## src/rtl/poly_plot_sweep_if.sv

```systemverilog
// poly_plot_sweep_if
// Bundles the sweep controller's command inputs and pixel-write outputs.
//   start, tick        : sweep start pulse and rate-divider advance request
//   coef_a/b/c         : signed polynomial coefficients (COEF_W bits each)
//   x, y, plot         : pixel column/row and one-cycle write strobe
//   busy, done         : sweep in progress, one-cycle end-of-sweep pulse
// master = the side that drives start/tick/coefs; slave = the sweep block.
interface poly_plot_sweep_if #(
  parameter int COEF_W = 8
);
  logic                     start;
  logic                     tick;
  logic signed [COEF_W-1:0] coef_a;
  logic signed [COEF_W-1:0] coef_b;
  logic signed [COEF_W-1:0] coef_c;
  logic [7:0]               x;
  logic [6:0]               y;
  logic                     plot;
  logic                     busy;
  logic                     done;

  modport master (
    output start, tick, coef_a, coef_b, coef_c,
    input  x, y, plot, busy, done
  );

  modport slave (
    input  start, tick, coef_a, coef_b, coef_c,
    output x, y, plot, busy, done
  );
endinterface

```

## src/rtl/poly_plot_sweep.sv

```systemverilog
// poly_plot_sweep
// Sweeps screen columns 0..X_MAX-1, one column per rate-divider tick, and
// evaluates y = a*x^2 + b*x + c by forward differences. Each column whose
// row lands on screen produces a one-cycle pixel-write strobe.
// Ports:
//   clk    : system clock
//   reset  : synchronous, active-high; returns to IDLE, clears outputs
//   bus    : poly_plot_sweep_if slave (start/tick/coefs in, x/y/plot/busy/done out)
//
// state | meaning
// IDLE  | waiting for start; coefficients latched on the start edge
// INIT  | load f and d1 for column 0 (only cycle using multipliers)
// WAIT  | waiting for tick; on tick register x/y/plot for this column
// EMIT  | strobe visible; last column goes to DONE
// STEP  | advance column, f += d1, d1 += 2a
// DONE  | one-cycle done pulse, busy already low
module poly_plot_sweep #(
  parameter int X_MAX  = 160,
  parameter int Y_MAX  = 120,
  parameter int COEF_W = 8
) (
  input  logic             clk,
  input  logic             reset,
  poly_plot_sweep_if.slave bus
);

  localparam int XOFF = X_MAX / 2;
  localparam int YOFF = Y_MAX / 2;
  localparam logic signed [31:0] XOFF_S  = 32'(XOFF);
  localparam logic signed [31:0] XOFF_SQ = 32'(XOFF * XOFF);
  localparam logic signed [31:0] D1_K    = 32'(1 - 2 * XOFF);
  localparam logic signed [31:0] YOFF_S  = 32'(YOFF);
  localparam logic signed [31:0] YLAST_S = 32'(Y_MAX - 1);
  localparam logic [7:0]         PX_LAST = 8'(X_MAX - 1);

  typedef enum logic [2:0] {
    S_IDLE, S_INIT, S_WAIT, S_EMIT, S_STEP, S_DONE
  } state_t;

  state_t state_q, state_n;

  logic [7:0]         px_q;
  logic signed [31:0] a_q, b_q, c_q, two_a_q;
  logic signed [31:0] f_q, d1_q;
  logic [7:0]         x_q;
  logic [6:0]         y_q;
  logic               plot_q, busy_q, done_q;

  logic               plot_n, done_n, busy_n, load_xy;
  logic signed [31:0] row;
  logic               on_screen;
  logic               last_col;

  // Screen row grows downward, so the math value is subtracted from the centre.
  assign row       = YOFF_S - f_q;
  assign on_screen = (row >= 32'sd0) && (row <= YLAST_S);
  assign last_col  = (px_q == PX_LAST);

  always_ff @(posedge clk) begin
    if (reset) state_q <= S_IDLE;
    else       state_q <= state_n;
  end

  always_comb begin
    state_n = state_q;
    plot_n  = 1'b0;
    done_n  = 1'b0;
    load_xy = 1'b0;
    case (state_q)
      S_IDLE: if (bus.start) state_n = S_INIT;
      S_INIT: state_n = S_WAIT;
      S_WAIT: begin
        if (bus.tick) begin
          state_n = S_EMIT;
          load_xy = 1'b1;
          plot_n  = on_screen;
        end
      end
      S_EMIT: begin
        if (last_col) begin
          state_n = S_DONE;
          done_n  = 1'b1;
        end else begin
          state_n = S_STEP;
        end
      end
      S_STEP: state_n = S_WAIT;
      S_DONE: state_n = S_IDLE;
      default: state_n = S_IDLE;
    endcase
  end

  // Outputs are registered from the next-state decode so they line up with
  // the state they describe: plot during EMIT, done during DONE.
  assign busy_n = (state_n == S_INIT) || (state_n == S_WAIT) ||
                  (state_n == S_EMIT) || (state_n == S_STEP);

  always_ff @(posedge clk) begin
    if (reset) begin
      px_q    <= 8'd0;
      a_q     <= 32'sd0;
      b_q     <= 32'sd0;
      c_q     <= 32'sd0;
      two_a_q <= 32'sd0;
      f_q     <= 32'sd0;
      d1_q    <= 32'sd0;
      x_q     <= 8'd0;
      y_q     <= 7'd0;
      plot_q  <= 1'b0;
      busy_q  <= 1'b0;
      done_q  <= 1'b0;
    end else begin
      plot_q <= plot_n;
      busy_q <= busy_n;
      done_q <= done_n;
      if (load_xy) begin
        x_q <= px_q;
        y_q <= row[6:0];
      end
      case (state_q)
        S_IDLE: begin
          if (bus.start) begin
            a_q     <= {{(32-COEF_W){bus.coef_a[COEF_W-1]}}, bus.coef_a};
            b_q     <= {{(32-COEF_W){bus.coef_b[COEF_W-1]}}, bus.coef_b};
            c_q     <= {{(32-COEF_W){bus.coef_c[COEF_W-1]}}, bus.coef_c};
            two_a_q <= {{(31-COEF_W){bus.coef_a[COEF_W-1]}}, bus.coef_a, 1'b0};
          end
        end
        S_INIT: begin
          // Column 0 sits at xm = -XOFF.
          px_q <= 8'd0;
          f_q  <= a_q * XOFF_SQ - b_q * XOFF_S + c_q;
          d1_q <= a_q * D1_K + b_q;
        end
        S_STEP: begin
          px_q <= px_q + 8'd1;
          f_q  <= f_q + d1_q;
          d1_q <= d1_q + two_a_q;
        end
        default: ;
      endcase
    end
  end

  assign bus.x    = x_q;
  assign bus.y    = y_q;
  assign bus.plot = plot_q;
  assign bus.busy = busy_q;
  assign bus.done = done_q;

endmodule

```

## src/flat_wrapper.sv

```systemverilog
// flat-port wrapper written by rule: the top's interface ports become plain ports
module poly_plot_sweep_flat 
#(
  parameter int X_MAX  = 160,
  parameter int Y_MAX  = 120,
  parameter int COEF_W = 8
)
  (clk, reset, bus_start, bus_tick, bus_coef_a, bus_coef_b, bus_coef_c, bus_x, bus_y, bus_plot, bus_busy, bus_done);
  poly_plot_sweep_if #(.COEF_W(COEF_W)) bus_i ();
  input  logic clk;
  input  logic reset;
  input wire logic [$bits(bus_i.start)-1:0] bus_start;
  input wire logic [$bits(bus_i.tick)-1:0] bus_tick;
  input wire logic [$bits(bus_i.coef_a)-1:0] bus_coef_a;
  input wire logic [$bits(bus_i.coef_b)-1:0] bus_coef_b;
  input wire logic [$bits(bus_i.coef_c)-1:0] bus_coef_c;
  output wire logic [$bits(bus_i.x)-1:0] bus_x;
  output wire logic [$bits(bus_i.y)-1:0] bus_y;
  output wire logic [$bits(bus_i.plot)-1:0] bus_plot;
  output wire logic [$bits(bus_i.busy)-1:0] bus_busy;
  output wire logic [$bits(bus_i.done)-1:0] bus_done;
  assign bus_i.start = bus_start;
  assign bus_i.tick = bus_tick;
  assign bus_i.coef_a = bus_coef_a;
  assign bus_i.coef_b = bus_coef_b;
  assign bus_i.coef_c = bus_coef_c;
  assign bus_x = bus_i.x;
  assign bus_y = bus_i.y;
  assign bus_plot = bus_i.plot;
  assign bus_busy = bus_i.busy;
  assign bus_done = bus_i.done;
  poly_plot_sweep #(.X_MAX(X_MAX), .Y_MAX(Y_MAX), .COEF_W(COEF_W)) u_core (.clk(clk), .reset(reset), .bus(bus_i));
endmodule
```

## config.mk

```make
export PLATFORM = sky130hd
export DESIGN_NAME = poly_plot_sweep_flat
export DESIGN_NICKNAME = d
export VERILOG_FILES = /design/src/rtl/poly_plot_sweep_if.sv /design/src/rtl/poly_plot_sweep.sv /design/src/flat_wrapper.sv
export SDC_FILE = /design/constraint.sdc
export NUM_CORES = 1
export LEC_CHECK = 0
export CORE_MARGIN = 5
export CORE_UTILIZATION = 60
export DETAILED_ROUTE_END_ITERATION = 16
export PLACE_DENSITY_LB_ADDON = 0.08
export SYNTH_ARGS = -nofsm -noshare
export SYNTH_HDL_FRONTEND = slang
export SYNTH_SLANG_ARGS = --single-unit
```

## constraint.sdc

```tcl
create_clock -name clk -period 9.05 [get_ports clk]
set_clock_uncertainty 0.2 [all_clocks]
set_input_delay 1.3575 -clock clk [delete_from_list [all_inputs] [get_ports clk]]
set_output_delay 1.3575 -clock clk [all_outputs]
set_load 0.02 [all_outputs]
```

Word-level counts from Yosys, hierarchy flattened
Index checks and enable logic that the tools add are counted.
Cells by class
  $add $sub $neg: 7
  multipliers: 3
  $lt $le $gt $ge: 2
  equal/unequal tests: 9
  multiplexer cells: 10
  bitwise gates (word level): 3
  reductions and logical operators: 10
Operators by type and width (count)
  one-hot mux 32 bit (2 select lines): 2
  adder 32 bit: 1
  adder 32 x 8 -> 32 bit: 1
  adder 32 x 9 -> 32 bit: 1
  >= comparator 32 x 1 -> 1 bit, second input constant: 1
  <= comparator 32 x 8 -> 1 bit, second input constant: 1
  subtractor 32 bit: 1
  subtractor 7 x 32 -> 32 bit, first input constant: 1
  adder 17 x 8 -> 18 bit: 1
  multiplier 8 x 9 -> 17 bit, second input constant: 1
  one-hot mux 8 bit (2 select lines): 1
  multiplier 8 x 6 -> 14 bit, second input constant: 1
  == test 3 x 2 -> 1 bit, second input constant: 4
  multiplier 8 x 4 -> 12 bit, second input constant: 1
  one-hot mux 3 bit (4 select lines): 1
  adder 8 x 1 -> 8 bit, second input constant: 1
  == test 8 bit, second input constant: 1
  == test 3 x 1 -> 1 bit, second input constant: 2
  == test 3 bit, second input constant: 2
  2-to-1 mux 3 bit: 2
  2-to-1 mux 1 bit: 4
  OR reduction 2 bit: 2
  zero test 3 bit: 1
  logical OR 1 bit: 3
  5 further kinds: 7
Storage, ports and cells
  bits in registers: 125
  output and inout bits: 18
  word-level logic and storage cells: 57

Logic depth before layout (Yosys ltp)
Gate-level depths: netlist of the first run.
  word-level depth: 7
  mapped depth: 26

Least setup slack after synthesis of the first run
Ideal clock, no wire load.
  path type: reg2reg
  start point: reg u_core.a_q[7]
  end point: reg u_core.d1_q[30]
  library setup time: 141 ps
  arrival time: 5066 ps
  path slack: 3643 ps
  cell stages (with the launch flop): 17
  path buffers: 1
  clock period less this slack: 5407 ps
  cells stage by stage: dfxtp_1 fa_1 inv_1 fa_1 fa_1 inv_1 fa_1 ha_1 ha_1 a21o_1 a21oi_1 nand3_1 a21oi_1 xnor2_1 o21ai_0 clkbuf_1 o221ai_1
Between the ends
  cells in the longest elaborated chain, start to end: 3
RTL lines
  start, declared: line poly_plot_sweep.sv:43  | logic signed [31:0] a_q, b_q, c_q, two_a_q;
  start signal, assigned: line poly_plot_sweep.sv:123  | a_q <= {{(32-COEF_W){bus.coef_a[COEF_W-1]}}, bus.coef_a};
  multiplier 8 x 9 -> 17 bit: line poly_plot_sweep.sv:133  | d1_q <= a_q * D1_K + b_q;
  adder 17 x 8 -> 18 bit: line poly_plot_sweep.sv:133
  one-hot mux 32 bit (2 select lines): line poly_plot_sweep.sv:120  | case (state_q)
  end signal, assigned: line poly_plot_sweep.sv:133
  end signal, assigned: line poly_plot_sweep.sv:138  | d1_q <= d1_q + two_a_q;
  end, declared: line poly_plot_sweep.sv:44  | logic signed [31:0] f_q, d1_q;
No other way between the ends.
A chain may end at the register's enable or synchronous reset.

Final worst setup path of the first run
  start point: reg u_core.a_q[1]
  end point: reg u_core.f_q[28]
Between the ends
  cells in the longest elaborated chain, start to end: 4
RTL lines
  multiplier 8 x 6 -> 14 bit: line poly_plot_sweep.sv:132  | f_q <= a_q * XOFF_SQ - b_q * XOFF_S + c_q;
  subtractor 32 bit: line poly_plot_sweep.sv:132
  adder 32 x 8 -> 32 bit: line poly_plot_sweep.sv:132
  one-hot mux 32 bit (2 select lines): line poly_plot_sweep.sv:120
  end signal, assigned: line poly_plot_sweep.sv:132
  end signal, assigned: line poly_plot_sweep.sv:137  | f_q <= f_q + d1_q;
  end, declared: line poly_plot_sweep.sv:44
No other way between the ends.

==> results of run 1 <==
flip-flops by register name (all words and copies together) (netlist names):
name / flops
u_core.state_q: 3
u_core.c_q: 8
u_core.f_q: 32
u_core.a_q: 8
u_core.bus.done: 1
u_core.px_q: 8
u_core.bus.busy: 1
u_core.bus.x: 8
u_core.d1_q: 32
u_core.b_q: 8
u_core.bus.y: 7
u_core.bus.plot: 1
worst paths after layout:
path                      to  slack [ns]  cells after the start
max           u_core.f_q[28]        3.18                     26
min          u_core.bus.x[6]        0.25                      2
max reg2reg   u_core.f_q[28]        3.18                     26
min reg2reg  u_core.bus.x[6]        0.25                      2
cells in the final DEF (no fill, tap or decap), types with 24 or more instances in the layout:
cell,instances
ha_1,185
a21oi_1,162
nand2_1,158
nor2_1,143
inv_1,134
dfxtp_1,117
o21ai_0,78
xnor2_1,68
fa_1,56
a21o_1,47
clkdlybuf4s50_1,44
xor2_1,35
a211oi_1,34
nor3_1,31
nand3_1,29
o22ai_1,24
per-layer routing:
| metal | wire, um | up-vias | track usage |
|---|---|---|---|
| li1 | - | 5690 | - |
| met1 | 14200 | 5306 | 0.354 |
| met2 | 15600 | 290 | 0.467 |
| met3 | 1650 | 75 | 0.0436 |
| met4 | 1260 | 0 | 0.114 |
| met5 | 0 | - | 0 |
power by group:
group	total [mW]	internal, mW	switching [mW]	leakage, nW
clock	0.695	0.411	0.284	0.291
sequential	0.665	0.571	0.0940	0.955
combinational	1.49	0.633	0.854	5.10
total	2.85	1.62	1.23	6.34
area by class of cell:
cell class | count | share of cell area
Clock buffer | 17 | 0.0307
Multi-Input combinational cell | 1283 | 0.688
Tap cell | 275 | 0.0249
Clock inverter | 15 | 0.0125
Inverter | 134 | 0.0363
Timing Repair Buffer | 56 | 0.0383
Sequential cell | 117 | 0.169
worst max-delay path, cell delays in order, from the launching register on:
cell and delay [ns]:
dfxtp_1 0.69, ha_1 0.26, inv_1 0.06, fa_1 0.49
inv_1 0.04, ha_1 0.27, ha_1 0.16, inv_1 0.06
fa_1 0.39, inv_1 0.08, a21oi_1 0.05, o21ai_0 0.27
a21oi_1 0.12, o21bai_1 0.21, a21o_1 0.15, a21oi_1 0.08
xnor2_1 0.14, fa_1 0.49, inv_1 0.07, ha_1 0.33
inv_1 0.06, a21oi_1 0.29, nand3_1 0.12, o21ai_1 0.33
nor2_1 0.10, o21ai_0 0.09, o21ai_0 0.11
cell families (layout without fill, tap and decap cells):
group                    after synthesis  count (layout)
AND/OR/NAND/NOR                      471             471
multiplexers                           5               5
AO/OA/AOI/OAI                        463             463
flip-flops                           117             117
XOR/XNOR                             103             103
adder cells (fa/ha/maj)              241             241
buffers and inverters                187             222
per-stage QoR:
stage	std cells	util	power (mW)
finish	1897	0.665	2.85
global route	1897	0.665	3.08
CTS	1897	0.665	2.85
detailed placement	1865	0.636	2.12
global placement	1865	0.636	2.10
floorplan	1587	-	1.81
==> out/summary.txt, run 1 <==
status -> finished clean
FILL cells -> 1819
final critical-path share of the clock period -> 0.649
crit path time final -> 5.87 ns
top cell type's share of synthesized area -> 0.186
largest family of logic cells by synthesized area -> adder cells
Worst-Margin Slew -> 1.18 ns
final hold viol count -> 0
register cell area after layout -> 2340 um^2
area delta synth->final -> 10.1%
post-CTS setup buffer count -> 0
Post-Syn Instances -> 1587
Hold Crit Class -> flop to flop
flops & latches, synth -> 117
CTS tree -> done
WHS -> 0.255 ns
LEAKAGE -> 6.34 nW
clk_lat worst skew -> 0.43 ns
top-count cell post-synth -> ha_1
mux cell area share after synthesis -> 0.00408
r2r startpoint -> u_core.a_q[1]
cells taking the most area after synthesis -> dfxtp_1 19%, ha_1 18%, fa_1 8.9%
RSZ-0062 raised after global routing -> no
complex-gate fraction of the synthesized area -> 0.231
Post-Place Worst Slack -> 3.27 ns
nets -> 1878
initial antenna violation count -> 0
crit path launch -> u_core.a_q[1]
# Max-Cap Violations -> 0
Worst Path Arrival -> 5.94 ns
Overflow after GRT -> 0
Max Transition Viols Final -> 0
layout cells sized above 1 -> 0.0419
DR vias -> 11400
Die Y -> 155 um
Crit Path Category -> flop to flop
Peak VDD IR -> 0.158 mV
detailed placement HPWL -> 24800 um
setup violators final -> 0
hold_buf cts -> 0
Initial Util -> 0.604
TNS Setup -> 0 ns
Post-synth top cells -> 185 x ha_1, 162 x a21oi_1, 158 x nand2_1
clock tree root buffer cell -> clkbuf_16
Post-Syn Area -> 12600 um^2
DRC errors left -> 0
Synth Area per Inst -> 7.92 um^2
Longest Clk Path Bufs -> 2
Ant. Diodes -> 0
slew margin rel. -> 0.205
clk sinks -> 117
Core Area -> 20800 um^2
CP max FO -> 10
Die Wd -> 155 um
post-route setup slack -> 3.18 ns
Post-DP Area -> 13200 um^2
multi-input logic area -> 9520 um^2
final wirelength -> 32700 um
CP Data Required Time -> 9.12 ns
DIE AREA -> 23900 um^2
global-route wire length before repair -> 54300 um
I/O pins -> 46
P per Cell Area -> 206 nW/um^2
HP Start -> u_core.bus.x[6]
type of origin of the critical path -> flop
post-synthesis sequential area ratio -> 0.186
YS warnings -> 0
Post-DRT Antenna Nets -> 0
average wire per standard cell -> 17.2 um
Starting DRT DRC Count -> 668
max frequency -> 170 MHz
Mapped Nets -> 1856
EDFF count, synth -> 0
ys async rst share -> 0
Synth Area in Adders -> 0.273
RD Place Congestion -> 0.893
num rows -> 53
post-route cell area -> 13800 um^2
Post-CTS Resized -> 0
simple logic cell fraction of the synthesized area -> 0.176
H-tree Lvls -> 4
Reg clk slew, reported paths -> 0.06 ns
vias in the first global route -> 11200
cts bufs inserted -> 17
Buffers on Ports -> 45
count of cell types in the netlist -> 72
1st-pass router iterations -> 7
Total GRT Usage -> 0.277
Post-synth top flop -> dfxtp_1
largest net degree at the start of global routing -> 80
Vias/cell -> 5.99
CP Capture Type -> flop
Yosys top cell by area -> dfxtp_1
xor and xnor area share after synthesis -> 0.0718
Note: power is estimated with default switching activity, not from simulation.
==> run 2, diff against run 1 <==
==> constraint.sdc (replaced) <==
create_clock -name clk -period 5.8 [get_ports clk]
set_clock_uncertainty 0.2 [all_clocks]
set_input_delay 0.87 -clock clk [delete_from_list [all_inputs] [get_ports clk]]
set_output_delay 0.87 -clock clk [all_outputs]
set_load 0.02 [all_outputs]
==> out/summary.txt, run 2 (same netlist as run 1, synthesis figures left out) <==
Buffers on Ports -> 45 (unchanged)
Worst-Margin Slew -> 1.06 ns (-0.124 ns)
cts bufs inserted -> 17 (unchanged)
Stages on worst setup path -> 26 (unchanged)
CP Data Required Time -> 5.89 ns (-3.23 ns)
global-route wire length before repair -> 54700 um (+0.62%)
Worst Reg-to-Reg Cells -> 26 (unchanged)
1st-pass router iterations -> 5 (-2)
initial antenna violation count -> 0 (unchanged)
Final Power -> 4.41 mW (+55%)
slowest stage cell, crit path -> fa_1
post-CTS setup buffer count -> 0 (unchanged)
RD Place Congestion -> 0.900 (+0.74%)
WHS -> 0.251 ns (-0.00304 ns)
CP max FO -> 5 (-5)
nets -> 1888 (+0.53%)
slew margin rel. -> 0.292 (+0.0866)
max frequency -> 185 MHz (+8.7%)
post-route cell area -> 13900 um^2 (+0.46%)
final critical-path share of the clock period -> 0.932 (+0.283)
crit path time final -> 5.40 ns (-0.469 ns)
Die Y -> 155 um (unchanged)
Starting DRT DRC Count -> 606 (-9.3%)
Core Area -> 20800 um^2 (unchanged)
DIE AREA -> 23900 um^2 (unchanged)
Overflow after GRT -> 0 (unchanged)
TNS Setup -> 0 ns (unchanged)
Ant. Diodes -> 0 (unchanged)
type of origin of the critical path -> flop
H-tree Lvls -> 4 (unchanged)
detailed placement HPWL -> 25000 um (+0.81%)
clock tree root buffer cell -> clkbuf_16
Max Transition Viols Final -> 0 (unchanged)
# Max-Cap Violations -> 0 (unchanged)
final hold viol count -> 0 (unchanged)
Total GRT Usage -> 0.278 (+0.00141)
num rows -> 53 (unchanged)
Peak VDD IR -> 0.247 mV (+56%)
layout cells sized above 1 -> 0.0484 (+0.00651)
most common cell after layout, fill and taps aside -> ha_1
Hold Crit Class -> flop to flop
count of non-filler cells in the finished layout -> 1906 (+0.47%)
CTS tree -> done
DRC errors left -> 0 (unchanged)
Longest Clk Path Bufs -> 2 (unchanged)
area delta synth->final -> 10.6%
Initial Util -> 0.604 (unchanged)
clk sinks -> 117 (unchanged)
CP bufs+invs -> 6 (unchanged)
CP top delay family -> adder cells
Reg clk slew, reported paths -> 0.06 ns (about the same)
I/O pins -> 46 (unchanged)
Vias/cell -> 5.97 (-0.25%)
clk_lat worst skew -> 0.43 ns (about the same)
average wire per standard cell -> 17.2 um (-0.12%)
CP Capture Type -> flop
top flop regs -> u_core.d1_q x32, u_core.f_q x32
LEAKAGE -> 6.39 nW (+0.74%)
largest net degree at the start of global routing -> 82 (+2.5%)
FILL cells -> 1855 (+2.0%)
P per Cell Area -> 317 nW/um^2 (+54%)
setup violators final -> 0 (unchanged)
Post-CTS Resized -> 0 (unchanged)
most frequent cells in the layout -> 185 x ha_1, 162 x a21oi_1, 158 x nand2_1
Post-DP Area -> 13300 um^2 (+0.57%)
placed cell count -> 1875 (+0.54%)
DR vias -> 11400 (+0.22%)
max incr delay on CP -> 0.49 ns (-0.20 ns)
Post-DRT Antenna Nets -> 0 (unchanged)
most used cell, CP -> inv_1
final wirelength -> 32800 um (+0.35%)
Die Wd -> 155 um (unchanged)
Worst Path Arrival -> 5.50 ns (-0.44 ns)
vias in the first global route -> 11100 (-0.35%)
Crit Path Category -> flop to flop
hold_buf cts -> 0 (unchanged)
Hold Path Stages -> 2 (unchanged)
status -> finished clean
## run 2: path summary, 6_finish.rpt
path,endpoint,startpoint,slack (ns)
setup / recovery,u_core.f_q[24],u_core.a_q[1],0.40
hold / removal,u_core.bus.x[1],u_core.bus.x[1],0.25
setup reg to reg,u_core.f_q[24],u_core.a_q[1],0.40
hold reg to reg,u_core.bus.x[1],u_core.bus.x[1],0.25
## run 2: worst reg2reg max path: cells and delay by family (launching register included)
| family | cells | cell delay, ns |
|---|---|---|
| AOI/OAI and AO/OA | 10 | 1.51 |
| xor gates and xnor gates | 1 | 0.14 |
| DFF | 1 | 0.36 |
| buffers and inverters | 6 | 0.35 |
| adders and majority gates | 7 | 2.44 |
| and+or+nand+nor | 2 | 0.26 |
## run 2: power by group
group	internal, mW	switching [mW]
Sequential	0.891	0.136
Clock	0.633	0.419
Combinational	0.991	1.34
Total	2.51	1.89
## run 2: per-layer routing
metal / global-route usage / up-vias / wire length, um / part of all wire
met5: 0 / - / 0 / 0
met1: 0.357 / 5344 / 14500 / 0.44
met4: 0.0992 / 0 / 955 / 0.029
met3: 0.0341 / 69 / 1410 / 0.043
li1: - / 5698 / - / -
met2: 0.482 / 275 / 16000 / 0.49
## run 2: layout make-up
type | instances | area, um^2 | area share
Sequential cell | 117 | 2340 | 0.168
Tap cell | 275 | 344 | 0.0247
Clock inverter | 14 | 150 | 0.0108
Inverter | 134 | 503 | 0.0362
Multi-Input combinational cell | 1283 | 9530 | 0.686
Timing Repair Buffer | 66 | 606 | 0.0436
Clock buffer | 17 | 425 | 0.0306
## run 2: per-stage QoR
| step | util | worst slack (ns) |
|---|---|---|
| 3_5_place_dp | 0.640 | 0.286 |
| 5_1_grt | 0.668 | -0.0346 |
| 6_report | 0.668 | 0.396 |
| 2_1_floorplan | - | 0.393 |
| 4_1_cts | 0.667 | 0.184 |
| 3_3_place_gp | 0.640 | 0.416 |
==> run 3, diff against run 2 <==
--- a/config.mk
+++ b/config.mk
@@ -5,6 +5,7 @@
 export SDC_FILE = /design/constraint.sdc
 export NUM_CORES = 1
 export LEC_CHECK = 0
+export ABC_CLOCK_PERIOD_IN_PS = 5800
 export CORE_MARGIN = 5
 export CORE_UTILIZATION = 60
 export DETAILED_ROUTE_END_ITERATION = 16
==> results of run 3 <==
Final layout, timing and power as in run 2 (identical DEF).
